## src/rtl/arb_types_pkg.sv

```systemverilog
// Shared types for the I/D-cache to physical-memory arbiter.
// Holds the FSM state encoding, grant identity and default bus widths.
package arb_types_pkg;

    localparam int unsigned LINE_W = 256;
    localparam int unsigned ADDR_W = 32;

    typedef enum logic [1:0] {
        IDLE   = 2'd0,
        I_BUSY = 2'd1,
        D_BUSY = 2'd2
    } state_e;

    typedef enum logic {
        ICACHE = 1'b0,
        DCACHE = 1'b1
    } grant_e;

endpackage

```

## src/rtl/cache_arbiter.sv

```systemverilog
// Arbitrates I-cache and D-cache line requests onto one physical memory port,
// one transaction at a time, alternating grants when both compete.
module cache_arbiter
    import arb_types_pkg::*;
#(
    parameter int unsigned s_line = LINE_W,
    parameter int unsigned s_addr = ADDR_W
) (
    input  logic              clk,
    input  logic              rst,

    input  logic              i_pmem_read,
    input  logic [s_addr-1:0] i_pmem_address,
    output logic [s_line-1:0] i_pmem_rdata,
    output logic              i_pmem_resp,

    input  logic              d_pmem_read,
    input  logic              d_pmem_write,
    input  logic [s_addr-1:0] d_pmem_address,
    input  logic [s_line-1:0] d_pmem_wdata,
    output logic [s_line-1:0] d_pmem_rdata,
    output logic              d_pmem_resp,

    output logic              mem_read,
    output logic              mem_write,
    output logic [s_addr-1:0] mem_address,
    output logic [s_line-1:0] mem_wdata,
    input  logic [s_line-1:0] mem_rdata,
    input  logic              mem_resp
);

    state_e            state_q, state_d;
    grant_e            last_grant_q, last_grant_d;
    logic [s_addr-1:0] addr_q;
    logic [s_line-1:0] wdata_q;
    logic              mem_read_q, mem_write_q;
    logic              i_req, d_req;
    logic              grant_i, grant_d;
    logic              busy_done;

    assign i_req     = i_pmem_read;
    assign d_req     = d_pmem_read | d_pmem_write;
    assign busy_done = (state_q != IDLE) && mem_resp;

    // Next-state and grant selection; ties go to whoever was not served last.
    always_comb begin
        state_d      = state_q;
        last_grant_d = last_grant_q;
        grant_i      = 1'b0;
        grant_d      = 1'b0;
        case (state_q)
            IDLE: begin
                if (i_req && d_req) begin
                    grant_d = (last_grant_q == ICACHE);
                    grant_i = (last_grant_q == DCACHE);
                end else begin
                    grant_i = i_req;
                    grant_d = d_req;
                end
                if (grant_i) begin
                    state_d      = I_BUSY;
                    last_grant_d = ICACHE;
                end else if (grant_d) begin
                    state_d      = D_BUSY;
                    last_grant_d = DCACHE;
                end
            end
            I_BUSY, D_BUSY: begin
                if (mem_resp) begin
                    state_d = IDLE;
                end
            end
            default: state_d = IDLE;
        endcase
    end

    always_ff @(posedge clk or negedge rst) begin
        if (!rst) begin
            state_q      <= IDLE;
            last_grant_q <= ICACHE;
        end else begin
            state_q      <= state_d;
            last_grant_q <= last_grant_d;
        end
    end

    // Memory command registers: set on grant, cleared after the response cycle.
    always_ff @(posedge clk or negedge rst) begin
        if (!rst) begin
            mem_read_q  <= 1'b0;
            mem_write_q <= 1'b0;
        end else if (grant_i) begin
            mem_read_q  <= 1'b1;
            mem_write_q <= 1'b0;
        end else if (grant_d) begin
            mem_read_q  <= ~d_pmem_write;
            mem_write_q <= d_pmem_write;
        end else if (busy_done) begin
            mem_read_q  <= 1'b0;
            mem_write_q <= 1'b0;
        end
    end

    // Request payload is captured at grant so requesters may change inputs while busy.
    always_ff @(posedge clk or negedge rst) begin
        if (!rst) begin
            addr_q  <= '0;
            wdata_q <= '0;
        end else if (grant_i) begin
            addr_q <= i_pmem_address;
        end else if (grant_d) begin
            addr_q <= d_pmem_address;
            if (d_pmem_write) begin
                wdata_q <= d_pmem_wdata;
            end
        end
    end

    assign mem_read     = mem_read_q;
    assign mem_write    = mem_write_q;
    assign mem_address  = addr_q;
    assign mem_wdata    = wdata_q;

    assign i_pmem_resp  = (state_q == I_BUSY) && mem_resp;
    assign d_pmem_resp  = (state_q == D_BUSY) && mem_resp;
    assign i_pmem_rdata = mem_rdata;
    assign d_pmem_rdata = mem_rdata;

endmodule

```

## config.mk

```make
export PLATFORM = sky130hd
export DESIGN_NAME = cache_arbiter
export DESIGN_NICKNAME = d
export VERILOG_FILES = /design/src/rtl/arb_types_pkg.sv /design/src/rtl/cache_arbiter.sv
export SDC_FILE = /design/constraint.sdc
export NUM_CORES = 1
export LEC_CHECK = 0
export ABC_AREA = 1
export BUFFER_PORTS_ARGS = -buffer_cell sky130_fd_sc_hd__buf_2
export CORE_AREA = 2 2 536 538
export DETAILED_ROUTE_END_ITERATION = 8
export DIE_AREA = 0 0 538 540
export HOLD_SLACK_MARGIN = 0.08
export PLACE_DENSITY_LB_ADDON = 0.05
export SETUP_SLACK_MARGIN = 0.3
export SLEW_MARGIN = 25
export SYNTH_ARGS = -nofsm -noshare
export SYNTH_HDL_FRONTEND = slang
export SYNTH_SLANG_ARGS = --single-unit
```

## constraint.sdc

```tcl
create_clock -name clk -period 4.3 [get_ports clk]
set_clock_uncertainty 0.2 [all_clocks]
set_input_delay 0 -clock clk [delete_from_list [all_inputs] [get_ports clk]]
set_output_delay 0 -clock clk [all_outputs]
set_load 0.05 [all_outputs]
```

==> run_results.csv <==
group,metric,value,unit
clock_network,clock-sinks,293,
finish,drive_above_1_share,24.89,%
finish,final_util,10.90,%
timing,drv_slew,0,
floorplanning,core_area,284500,um^2
place,gp_congestion,0.6382,
min_path,holdCritStartpoint,"mem_rdata[194]",
synth,synth_top_cell_by_area,"dfrtp_1",
drt,drtPass1Iterations,4,
power,pwr_density_cell,691.9,nW/um^2
synth,synth_edf_count,0,
timing,relSlewSlack,26.28,%
synth,syn_nets,2493,
floorplanning,die_x,538,um
drt,vias,15290,
place,hpwl,66850,um
timing,worst_pin_slew,1102,ps
drt,finalWirelength,92320,um
synth,yosysMostFrequentCell,"buf_4",
critical_path,cp_max_fo,32,
floorplanning,die_area,290500,um^2
min_path,min_path_type,"in2out",
drt,vias_per_cell,2.257,
drt,drc,0,
timing,rsz0062_at_grt,"no",
clock_network,cts.path.max_buffers,3,
synth,yosys_register_bits,293,
floorplanning,std_cell_rows,196,
critical_path,r2r-start,"state_q[1]$_DFFE_PN0P_",
finish,syn2layout_area_growth,95.32,%
critical_path,cp.required,4650,ps
finish,layout.nets,3542,
timing,fin_crit_sh,85.78,%
synth,yosysSeqAreaShare,46.17,%
run_status,status,"finished clean",
global_routing,grt_usage,6.098,%
synth,synth_area,15880,um^2
critical_path,cp-end-kind,"register",
floorplanning,die_h,540,um
critical_path,crit_type,"reg2reg",
synth,async_flop_share,100.0,%
timing,min_period,3689,ps
global_routing,gr-total-overflow,0,
clock_network,clk_pin_slew_worst_paths,60,ps
power,leakage,14.37,nW
clock_network,cts_made_buffers,55,
timing,final.setup.tns,0,ps
critical_path,startpoint,"state_q[1]$_DFFE_PN0P_",
critical_path,critPathArrivalTime,4040,ps
timing,fmax,0.2711,GHz
clock_network,holdBufCountCts,935,
synth,yosysTopAreaCellShare,46.17,%
clock_network,post-cts-setup-buffer-count,0,
clock_network,clock_latency,670,ps
timing,hold_violations,0,
place,dp.cells,5727,
floorplanning,io_pins,1386,
power,power,21.46,mW
power,worst_ir_drop_vdd,0.3055,mV
global_routing,grt_max_degree,118,
synth,syn_area_per_cell,8.323,um^2
synth,synth_cell_types,18,
global_routing,grt_pass1_wl,126000,um
floorplanning,initial_core_util,5.582,%
flow_run,max_cap_violations,0,
synth,synth_common_cells,"buf_4, nand2_1, inv_1",
drt,drtIter0Drc,427,
synth,ys_warn_count,0,
place,io_buffers,617,
critical_path,startpoint_type,"register",
drt,wl_per_cell,13.63,um
synth,postSynthCellCount,1908,
global_routing,antenna_found_initial,27,
finish,fin_cells,6774,
clock_network,cts_tree,"yes",
synth,synthFlopType,"dfrtp_1",
timing,setup_viol,0,
clock_network,cts_resized,0,
clock_network,htreeDepth,2,
drt,ant_nets,0,
global_routing,grt_pass1_vias,16210,
synth,synthTopCellsByArea,"dfrtp_1, buf_4, nand2_1",
clock_network,cts_root_buffer,"clkbuf_16",
final timing paths:
kind                       slack, ps  depth (start not counted)                     endpoint
setup / recovery                 610                         11  mem_address[19]$_DFFE_PN0P_
hold / removal                    90                          1            d_pmem_rdata[194]
setup reg to reg                 610                         11  mem_address[19]$_DFFE_PN0P_
hold reg to reg                  270                          2        mem_write$_DFFE_PN0P_
max in group asynchronous       2900                          4    mem_wdata[89]$_DFFE_PN0P_
min in group asynchronous        440                          4   mem_wdata[200]$_DFFE_PN0P_
critical path, cell delays in order, from the launching register on:
cell	delay, ps
dfrtp_1	400
inv_1	90
ha_1	330
nand2_1	100
clkinv_1	70
buf_4	440
nand3_1	120
dlygate4sd3_1	580
nand3_1	80
dlygate4sd3_1	550
nand2_1	40
dlygate4sd3_1	540
report_power, final:
part           internal (mW)  leakage (nW)  total, mW  switching [mW]
combinational           2.97          9.86       11.9            8.96
clock                   2.80         0.887       4.64            1.84
sequential              4.10          3.62       4.89           0.790
metrics by stage:
step | hold WS (ps) | worst slack (ps) | area (um^2)
3_3_place_gp | -199.5 | 1797 | 19750
6_report | 90.89 | 611.3 | 31020
5_1_grt | 96.50 | 328.8 | 31010
3_5_place_dp | -199.5 | 1769 | 19750
4_1_cts | 211.7 | 511.9 | 31040
2_1_floorplan | -495.6 | 2656 | 15880
placed cells by master, fill, tap and decap left out, types with 14 or more instances in the layout:
master         instances
buf_4                 16
dfrtp_1              293
dlygate4sd3_1        915
nand2_1              363
clkbuf_16             56
clkbuf_8              14
o21ai_1              221
nand3_1               66
clkbuf_1              19
inv_1                330
buf_12                16
o21ai_0               40
buf_2                626
cells by family (layout without fill, tap and decap cells):
family,after synthesis,count (layout),synth area share (%)
compound gates,263,263,8.399
fa+ha+maj,3,3,0.2364
simple gates,434,434,10.85
buf+inv,915,2008,34.34
other cells,0,11,0
flops,293,293,46.17
registers in the layout, summed over array words and instances, names as in the netlist:
name / flops
state_q: 2
mem_address: 32
mem_read: 1
mem_write: 1
mem_wdata: 256
last_grant_q: 1
final cells by class:
cell class                 count  area [um^2]
fill                       33170       253500
timing repair buffer        1575        12770
sequential                   293         7332
tap                         3762         4707
multi-input combinational    700         3109
clock buffer                  89         1665
inverter                     332         1246
clock inverter                12        155.1
antenna                       11        27.53
routing by layer:
metal / share of wire (%) / vias up / GRT usage, %
li1: - / 7382 / -
met1: 40 / 6936 / 6.823
met2: 45 / 814 / 9.742
met3: 12 / 132 / 3.193
met4: 3.4 / 28 / 2.289
met5: 0.19 / - / 0
Power figures use the tool's default switching activity.
